--- src/rtl/fifo_param_if.sv ---
// FIFO bus interface: the write side, the read side, the error-clear request,
// and all of the status outputs in one bundle.
// The master modport is the side that uses the FIFO.
// The slave modport is the FIFO itself.
interface fifo_param_if #(
    parameter int DATA_W = 8,
    parameter int DEPTH  = 16
);
    localparam int CNT_W = $clog2(DEPTH) + 1;

    logic [DATA_W-1:0] wr_data;
    logic              wr_enb;
    logic              rd_enb;
    logic              err_clr;
    logic [DATA_W-1:0] rd_data;
    logic [CNT_W-1:0]  fifo_count;
    logic              fifo_full;
    logic              fifo_empty;
    logic              fifo_almost_full;
    logic              fifo_almost_empty;
    logic              fifo_overrun;
    logic              fifo_underrun;

    modport master (
        output wr_data, wr_enb, rd_enb, err_clr,
        input  rd_data, fifo_count, fifo_full, fifo_empty,
               fifo_almost_full, fifo_almost_empty,
               fifo_overrun, fifo_underrun
    );

    modport slave (
        input  wr_data, wr_enb, rd_enb, err_clr,
        output rd_data, fifo_count, fifo_full, fifo_empty,
               fifo_almost_full, fifo_almost_empty,
               fifo_overrun, fifo_underrun
    );
endinterface

--- src/rtl/fifo_param.sv ---
// Synchronous single-clock FIFO.
// It has registered read data, an occupancy count, registered
// full/empty/almost flags, and sticky overrun/underrun error flags.
// Storage is a plain array written and read on the clock edge, so it maps
// onto block RAM.
module fifo_param #(
    parameter int DATA_W   = 8,
    parameter int DEPTH    = 16,
    parameter int AF_LEVEL = 14,
    parameter int AE_LEVEL = 2
) (
    input  logic        clk,
    input  logic        rst,
    fifo_param_if.slave bus
);
    localparam int PTR_W = $clog2(DEPTH);
    localparam int CNT_W = PTR_W + 1;

    localparam logic [CNT_W-1:0] DEPTH_CNT = CNT_W'(DEPTH);
    localparam logic [CNT_W-1:0] AF_CNT    = CNT_W'(AF_LEVEL);
    localparam logic [CNT_W-1:0] AE_CNT    = CNT_W'(AE_LEVEL);
    localparam logic [CNT_W-1:0] ONE_CNT   = CNT_W'(1);
    localparam logic [PTR_W-1:0] ONE_PTR   = PTR_W'(1);

    // Storage array; contents are deliberately never reset.
    logic [DATA_W-1:0] mem [DEPTH];

    logic [PTR_W-1:0]  wr_ptr_q, wr_ptr_d;
    logic [PTR_W-1:0]  rd_ptr_q, rd_ptr_d;
    logic [CNT_W-1:0]  count_q, count_d;
    logic [DATA_W-1:0] rd_data_q;
    logic              full_q, full_d;
    logic              empty_q, empty_d;
    logic              almost_full_q, almost_full_d;
    logic              almost_empty_q, almost_empty_d;
    logic              overrun_q, overrun_d;
    logic              underrun_q, underrun_d;

    logic              rd_accept;
    logic              wr_accept;
    logic              wr_reject;
    logic              rd_reject;

    // Accept or reject each request.
    // Only registered status is used, so there is no combinational path from
    // the requests to any output.
    // A write into a full FIFO goes through when a read frees the slot on the
    // same edge.
    // A read from an empty FIFO never goes through, even when a write is
    // arriving on the same edge.
    always_comb begin
        rd_accept = bus.rd_enb && !empty_q;
        wr_accept = bus.wr_enb && (!full_q || rd_accept);
        wr_reject = bus.wr_enb && !wr_accept;
        rd_reject = bus.rd_enb && empty_q;
    end

    // Next pointers, occupancy and flags.
    // The flags come from the next count, so they agree with fifo_count after
    // every edge.
    always_comb begin
        wr_ptr_d = wr_ptr_q;
        rd_ptr_d = rd_ptr_q;
        count_d  = count_q;

        if (wr_accept) begin
            wr_ptr_d = wr_ptr_q + ONE_PTR;
        end
        if (rd_accept) begin
            rd_ptr_d = rd_ptr_q + ONE_PTR;
        end

        case ({wr_accept, rd_accept})
            2'b10:   count_d = count_q + ONE_CNT;
            2'b01:   count_d = count_q - ONE_CNT;
            default: count_d = count_q;
        endcase

        full_d         = (count_d == DEPTH_CNT);
        empty_d        = (count_d == '0);
        almost_full_d  = (count_d >= AF_CNT);
        almost_empty_d = (count_d <= AE_CNT);

        // A new error wins over a clear in the same cycle.
        overrun_d = overrun_q;
        if (wr_reject) begin
            overrun_d = 1'b1;
        end else if (bus.err_clr) begin
            overrun_d = 1'b0;
        end

        underrun_d = underrun_q;
        if (rd_reject) begin
            underrun_d = 1'b1;
        end else if (bus.err_clr) begin
            underrun_d = 1'b0;
        end
    end

    // Pointer, count and flag registers.
    // Reset wins over any request in the same cycle.
    always_ff @(posedge clk) begin
        if (rst) begin
            wr_ptr_q       <= '0;
            rd_ptr_q       <= '0;
            count_q        <= '0;
            full_q         <= 1'b0;
            empty_q        <= 1'b1;
            almost_full_q  <= 1'b0;
            almost_empty_q <= 1'b1;
            overrun_q      <= 1'b0;
            underrun_q     <= 1'b0;
        end else begin
            wr_ptr_q       <= wr_ptr_d;
            rd_ptr_q       <= rd_ptr_d;
            count_q        <= count_d;
            full_q         <= full_d;
            empty_q        <= empty_d;
            almost_full_q  <= almost_full_d;
            almost_empty_q <= almost_empty_d;
            overrun_q      <= overrun_d;
            underrun_q     <= underrun_d;
        end
    end

    // Array write port.
    // On a full FIFO with a read and a write together, the two pointers are
    // equal. The read register below still captures the old word, because
    // both sides use non-blocking updates on the same edge.
    always_ff @(posedge clk) begin
        if (wr_accept && !rst) begin
            mem[wr_ptr_q] <= bus.wr_data;
        end
    end

    // Registered read port, with the array read taken directly into the
    // output register so it maps onto the RAM's synchronous read.
    // The value is held when there is no accepted read.
    always_ff @(posedge clk) begin
        if (rst) begin
            rd_data_q <= '0;
        end else if (rd_accept) begin
            rd_data_q <= mem[rd_ptr_q];
        end
    end

    assign bus.rd_data           = rd_data_q;
    assign bus.fifo_count        = count_q;
    assign bus.fifo_full         = full_q;
    assign bus.fifo_empty        = empty_q;
    assign bus.fifo_almost_full  = almost_full_q;
    assign bus.fifo_almost_empty = almost_empty_q;
    assign bus.fifo_overrun      = overrun_q;
    assign bus.fifo_underrun     = underrun_q;
endmodule

--- src/flat_wrapper.sv ---
// flat-port wrapper written by rule: the top's interface ports become plain ports
module fifo_param_flat 
#(
    parameter int DATA_W   = 8,
    parameter int DEPTH    = 16,
    parameter int AF_LEVEL = 14,
    parameter int AE_LEVEL = 2
)
  (clk, rst, bus_wr_data, bus_wr_enb, bus_rd_enb, bus_err_clr, bus_rd_data, bus_fifo_count, bus_fifo_full, bus_fifo_empty, bus_fifo_almost_full, bus_fifo_almost_empty, bus_fifo_overrun, bus_fifo_underrun);
  fifo_param_if #(.DATA_W(DATA_W), .DEPTH(DEPTH)) bus_i ();
  input  logic clk;
  input  logic rst;
  input wire logic [$bits(bus_i.wr_data)-1:0] bus_wr_data;
  input wire logic [$bits(bus_i.wr_enb)-1:0] bus_wr_enb;
  input wire logic [$bits(bus_i.rd_enb)-1:0] bus_rd_enb;
  input wire logic [$bits(bus_i.err_clr)-1:0] bus_err_clr;
  output wire logic [$bits(bus_i.rd_data)-1:0] bus_rd_data;
  output wire logic [$bits(bus_i.fifo_count)-1:0] bus_fifo_count;
  output wire logic [$bits(bus_i.fifo_full)-1:0] bus_fifo_full;
  output wire logic [$bits(bus_i.fifo_empty)-1:0] bus_fifo_empty;
  output wire logic [$bits(bus_i.fifo_almost_full)-1:0] bus_fifo_almost_full;
  output wire logic [$bits(bus_i.fifo_almost_empty)-1:0] bus_fifo_almost_empty;
  output wire logic [$bits(bus_i.fifo_overrun)-1:0] bus_fifo_overrun;
  output wire logic [$bits(bus_i.fifo_underrun)-1:0] bus_fifo_underrun;
  assign bus_i.wr_data = bus_wr_data;
  assign bus_i.wr_enb = bus_wr_enb;
  assign bus_i.rd_enb = bus_rd_enb;
  assign bus_i.err_clr = bus_err_clr;
  assign bus_rd_data = bus_i.rd_data;
  assign bus_fifo_count = bus_i.fifo_count;
  assign bus_fifo_full = bus_i.fifo_full;
  assign bus_fifo_empty = bus_i.fifo_empty;
  assign bus_fifo_almost_full = bus_i.fifo_almost_full;
  assign bus_fifo_almost_empty = bus_i.fifo_almost_empty;
  assign bus_fifo_overrun = bus_i.fifo_overrun;
  assign bus_fifo_underrun = bus_i.fifo_underrun;
  fifo_param #(.DATA_W(DATA_W), .DEPTH(DEPTH), .AF_LEVEL(AF_LEVEL), .AE_LEVEL(AE_LEVEL)) u_core (.clk(clk), .rst(rst), .bus(bus_i));
endmodule
--- config.mk ---
export PLATFORM = sky130hd
export DESIGN_NAME = fifo_param_flat
export DESIGN_NICKNAME = d
export VERILOG_FILES = /design/src/rtl/fifo_param_if.sv /design/src/rtl/fifo_param.sv /design/src/flat_wrapper.sv
export SDC_FILE = /design/constraint.sdc
export NUM_CORES = 1
export LEC_CHECK = 0
export ABC_AREA = 1
export BUFFER_PORTS_ARGS = -buffer_cell sky130_fd_sc_hd__buf_4
export CAP_MARGIN = 20
export CORE_UTILIZATION = 40
export DETAILED_ROUTE_END_ITERATION = 6
export PLACE_DENSITY = 0.57
export REMOVE_ABC_BUFFERS = 1
export SLEW_MARGIN = 20
export SYNTH_ARGS = -nofsm -noshare
export SYNTH_HDL_FRONTEND = slang
export SYNTH_SLANG_ARGS = --single-unit
--- constraint.sdc ---
create_clock -name clk -period 2.19 [get_ports clk]
set_input_delay 0.219 -clock clk [delete_from_list [all_inputs] [get_ports clk]]
set_output_delay 0.219 -clock clk [all_outputs]
set_load 0.01 [all_outputs]
======== Yosys cells after proc, flatten, opt, wreduce, memory -nomap -nowiden ========
Memories as Yosys holds them, arrays and structs flattened. A register that Yosys moved wholly into a read port is not among the register bits.
Index checks and enable logic that the tools add are counted.
cells by class
  $add $sub $neg .......................... 4
  $mul .................................... 0
  divide/modulo/power cells ............... 0
  order comparisons ....................... 2
  equal/unequal tests ..................... 3
  shift-type cells ........................ 0
  multiplexer cells ....................... 6
  bitwise gates (word level) .............. 0
  reductions and logical operators ........ 13
operator list
  cell                                                            number
  one-hot mux 5 bit (2 select lines)                              1
  adder 4 x 1 -> 4 bit, second input constant                     2
  adder 5 x 1 -> 5 bit, second input constant                     1
  == test 5 bit, second input constant                            1
  >= comparator 5 x 4 -> 1 bit, second input constant             1
  less-or-equal comparator 5 x 2 -> 1 bit, second input constant  1
  logical AND 1 bit                                               5
  zero test 5 bit                                                 1
  two-way mux 1 bit                                               5
  subtractor 5 x 1 -> 5 bit, second input constant                1
  zero test 1 bit                                                 4
  nonzero test 2 bit                                              2
  == test 2 x 1 -> 1 bit, second input constant                   1
  == test 2 bit, second input constant                            1
  logical OR 1 bit                                                1
storage, ports and cells
  flip-flop bits (word level) ............. 19
  latch bits .............................. 0
  bits in writable memories ............... 128
  bits in read-only memories .............. 0
  bits of input ports ..................... 13
  memories ................................ 1
memory list
  memory      words  bits a word  read ports  clocked after memory_dff  wr ports  RTL line          text
  u_core.mem  16     8            1           1                         1         fifo_param.sv:26  logic [DATA_W-1:0] mem [DEPTH];

======== Depth between registers and ports, before layout ========
  depth in word-level cells ............... 7
  gate-level depth with buffers ........... 18

======== Worst setup path after synthesis ========
OpenSTA, ideal clock, no wires.
  path type ............................... flip-flop to flip-flop
  from .................................... register u_core.empty_q, in the netlist u_core.bus.fifo_empty
  to ...................................... register u_core.almost_empty_q, in the netlist u_core.bus.fifo_almost_empty
  setup time .............................. 115 ps
  arrival ................................. 2063 ps
  required time ........................... 2075 ps
  slack ................................... 12 ps
  stages on the path, launching flop included .. 18
  clock period less this slack ............ 2178 ps
  path through ............................ dfxtp_1 inv_1 nand2_1 inv_1 clkbuf_1 ha_1 nor2_1 nor2_2 ha_1 inv_1 nand2_1 nand3_1 nand2_1 nand3_1 nand2_1 inv_1 nor2_1 nor2_1
on the way
  word-level cells in the longest chain between the ends .. 7
  elaborated cells on any way between the ends .. 8
  those cells by class .................... order compare (1); eq/ne (2); mux (1); reduce/logical (4)
RTL lines
  element                                                  RTL line           text
  start: declaration                                       fifo_param.sv:33   logic empty_q, empty_d;
  start signal: assignment                                 fifo_param.sv:118  empty_q <= empty_d;
  zero test 1 bit (*)                                      fifo_param.sv:52   rd_accept = bus.rd_enb && !empty_q;
  logical AND 1 bit (*)                                    fifo_param.sv:52
  net u_core.rd_accept                                     fifo_param.sv:39   logic rd_accept;
  logical OR 1 bit                                         fifo_param.sv:53   wr_accept = bus.wr_enb && (!full_q || rd_accept);
  logical AND 1 bit                                        fifo_param.sv:53
  == test 2 x 1 -> 1 bit or == test 2 bit (tied branches)  fifo_param.sv:73   case ({wr_accept, rd_accept})
  one-hot mux 5 bit (2 select lines) (*)                   fifo_param.sv:73
  less-or-equal comparator 5 x 2 -> 1 bit (*)              fifo_param.sv:82   almost_empty_d = (count_d <= AE_CNT);
  end signal: assignment                                   fifo_param.sv:120  almost_empty_q <= almost_empty_d;
  end: declaration                                         fifo_param.sv:35   logic almost_empty_q, almost_empty_d;
Mark *: on every way through the listed nets, which the timed path passes. The rest lies on a longest branch.
A chain may end at the register's enable or synchronous reset.

======== Worst setup path in the final report ========
  from .................................... register u_core.empty_q, in the netlist u_core.bus.fifo_empty
  to ...................................... register u_core.empty_q, in the netlist u_core.bus.fifo_empty
on the way
  word-level cells in the longest chain between the ends .. 7
  elaborated cells on any way between the ends .. 8
  those cells by class .................... eq/ne (2); mux (1); reduce/logical (5)
RTL lines
  element                                                  RTL line          text
  zero test 1 bit (*)                                      fifo_param.sv:52
  logical AND 1 bit (*)                                    fifo_param.sv:52
  logical OR 1 bit                                         fifo_param.sv:53
  logical AND 1 bit                                        fifo_param.sv:53
  == test 2 x 1 -> 1 bit or == test 2 bit (tied branches)  fifo_param.sv:73
  one-hot mux 5 bit (2 select lines) (*)                   fifo_param.sv:73
  zero test 5 bit (*)                                      fifo_param.sv:80  empty_d = (count_d == '0);
Every way passes the cells marked *; elsewhere a longest branch is shown, timed or not.

==> impl_metrics.toml <==
[outcome]
run_status = "complete, no violations"

[cts]
cts_buffers = 17
clock-sinks = 155
clk_path_buf_depth = 2
post_cts.repair.setup_buffers = 0
path_clk_slew_ns = 0.06
cts_root_buf = "clkbuf_16"
cts-htree-levels = 4
cts_hold_buf = 0
cts_tree = "built"
clk_latency_ns = 0.42

[setup_path]
critical_path_arrival_ns = 2.31
cpMaxStageDelayCell = "ha_1"
timing.critical_path.from = "u_core.bus.fifo_empty"
start_kind = "flip-flop"
cp_max_fo = 20
crit_type = "reg2reg"
cpPeakStageDelay_ns = 0.43
worstReg2RegStart = "u_core.bus.fifo_empty"
critPathTopFamily = "simple AND/OR/NAND/NOR gates"
worst-path-buf-inv = 3
crit_chain = "inv_1 > nand2_2 > inv_1 > buf_4 > ha_1 > mux2i_1 > nand2_1 > nor2_2 > nand3_1 > nand2_1"
cp.required_ns = 2.54
worstRegToRegCells = 10
timing.rr.end = "u_core.bus.fifo_empty"
critPathCaptureType = "flip-flop"
rrSetupSlack_ns = 0.23

[floorplan]
std_cell_rows = 46
die_y_um = 129.4
die_w_um = 129.4
pin_count = 32
start_util_pct = 40.86
design.die.area_mm2 = 0.01674
core-area_mm2 = 0.01589

[worst_hold_path]
holdCritPathClass = "in2reg"
hold_depth = 4
worstHoldStart = "bus_err_clr"
hold_end = "u_core.bus.fifo_underrun"

[global_route]
grt_max_degree = 67
grt_antenna_before_repair = 0
grt_pass1_vias = 4286
grt.overflow.total = 0
track_usage_pct = 19.08
grt_pass1_wl_mm = 23.18

[finish]
drive_gt1_share_pct = 14.58
post-route-util_pct = 47.95
antennaDiodeCount = 0
final.fill_count = 1461
multi_input_area_mm2 = 0.001821
regArea_mm2 = 0.004387
nNetsFinal = 687
areaGrowthSynthToFinish_pct = 17.35

[drt]
routed_wl_mm = 14.72
post-route-drc-count = 0
wl_per_cell_um = 16.45
route.vias.total = 4468
drtAntennaViolNets = 0
drtIter0Drc = 401
via_per_inst = 4.992
drtPass1Iterations = 5

[placement]
pre_cts_ws_ns = 0.1234
io_buffers = 31
gp_congestion = 0.8011
place_hpwl_mm = 9.125

[power]
leakage_uw = 0.002944
vdd.ir_drop.worst_uv = 563.0
power_uw = 7311
p_per_area_mw_per_mm2 = 959.8

[yosys]
seq_area_frac_synth_pct = 67.54
synth_cell_types = 26
netlist_area_mm2 = 0.006491
synthCells = 622
syn_avg_cell_area_um2 = 10.44
yosysWarnings = 0
synth_seq_cells = 155

[timing]
maxSlewHeadroom_pct = 59.23
hold_viol_final = 0
finalCriticalPeriod_ns = 1.963
finalCritPeriodShare_pct = 89.64
clock-skew-final_ns = 0.008512
maxSlewViolCount = 0
tightest_slew_ns = 0.6078
finalSetupViolCount = 0
fin_ws_ns = 0.2270
tns_ns = 0
fmax_ghz = 0.5094

[flow_run]
max_cap_violations = 0
-- worst max path at each step --
stage                                       end  slack (ns)  depth (start not counted)
after global routing      u_core.bus.fifo_empty       -0.01                         18
after detailed placement  u_core.bus.fifo_empty        0.12                         17
after CTS                 u_core.bus.fifo_empty        0.10                         17
after floorplan           u_core.bus.rd_data[0]       -0.58                          9
final                     u_core.bus.fifo_empty        0.23                         10
after global placement    u_core.bus.fifo_empty        0.18                         17
-- layer usage --
metal  share of wire [%]  global-route usage, %  up-vias  wire (um)
met3                 3.3                  3.551       17        491
li1                    -                      -     2207          -
met1                  47                  25.70     2162       6920
met5                   0                      0        -          0
met2                  48                  30.68       82       7043
met4                 1.8                  7.336        0        265
-- timing repair --
action / in CTS / in global routing
gates resized for setup: 0 / 7
setup endpoints to repair: 0 / 6
endpoints found under the hold margin: 0 / 0
-- synth_stat cells --
| master | number | share of area (%) |
|---|---|---|
| nor2_2 | 1 | 0.096 |
| buf_2 | 13 | 1.0 |
| a21oi_1 | 15 | 1.2 |
| mux2i_1 | 1 | 0.15 |
| nand3_1 | 106 | 8.2 |
| o21ai_1 | 9 | 0.69 |
| ha_1 | 8 | 1.5 |
| inv_1 | 32 | 1.9 |
| xor2_1 | 1 | 0.13 |
| o21ai_2 | 1 | 0.13 |
| buf_1 | 2 | 0.12 |
| clkbuf_1 | 6 | 0.35 |
| nor2_1 | 38 | 2.2 |
| a31oi_1 | 1 | 0.096 |
| edfxtp_1 | 128 | 59 |
| nor3b_1 | 1 | 0.12 |
| clkinv_1 | 1 | 0.058 |
| o21ai_0 | 6 | 0.46 |
| nand3_2 | 1 | 0.15 |
| nand2_1 | 198 | 11 |
| nand4_1 | 3 | 0.29 |
| buf_6 | 2 | 0.35 |
| dfxtp_1 | 27 | 8.3 |
| inv_2 | 2 | 0.12 |
| buf_4 | 8 | 0.93 |
| nor3_1 | 11 | 0.85 |
-- final cells by class --
type,instances,area share (%)
clock buffer,21,6.324
multi-input combinational,401,23.90
inverter,35,1.725
clock inverter,11,1.068
tap,216,3.548
sequential,155,57.59
timing repair buffer,56,5.848
-- stage by stage --
stage               cells  cell area [um^2]  hold slack [ns]
floorplan             591              6314           0.2881
global placement      863              7030           0.4502
detailed placement    863              7030           0.4511
CTS                   895              7594          0.03988
global route          895              7617          0.05721
finish                895              7617          0.06133
-- layout by cell type, fill, tap and decap left out, drive strengths merged --
cell      count
ha            8
nand2       198
edfxtp      128
nand3       107
inv          39
clkbuf       21
o21ai        16
dfxtp        27
mux2i         1
nor3         11
a31oi         1
nor3b         1
xor2          1
a21oi        15
nor2         39
nand4         3
clkinv        6
buf          56
clkinvlp      1
-- where the power goes --
group / leakage (uW) / total [uW] / switching, uW / internal [uW]
sequential: 0.00137 / 3360 / 70.1 / 3290
combinational: 0.00129 / 1200 / 784 / 417
clock: 0.000280 / 2750 / 1170 / 1590
total: 0.00294 / 7310 / 2020 / 5290
-- worst reg2reg max path: stages (launching register included) --
cell and delay, ns:
dfxtp_2 0.34, inv_1 0.05, nand2_2 0.07, inv_1 0.08, buf_4 0.21, ha_1 0.43
mux2i_1 0.31, nand2_1 0.10, nor2_2 0.14, nand3_1 0.10, nand2_1 0.06
-- state kept, by name (all words and copies together) (netlist names), 4 cells and up --
signal / flops
u_core.mem: 128
u_core.rd_ptr_q: 4
u_core.bus.fifo_count: 5
u_core.wr_ptr_q: 4
u_core.bus.rd_data: 8
-- logic make-up after synthesis --
| group | Yosys count | synth area share [%] |
|---|---|---|
| fa+ha+maj | 8 | 1.542 |
| compound gates | 32 | 2.544 |
| buf+inv | 66 | 4.761 |
| mux | 1 | 0.1542 |
| xor+xnor | 1 | 0.1350 |
| simple gates | 359 | 23.32 |
| flops | 155 | 67.54 |
Power figures use the tool's default switching activity.
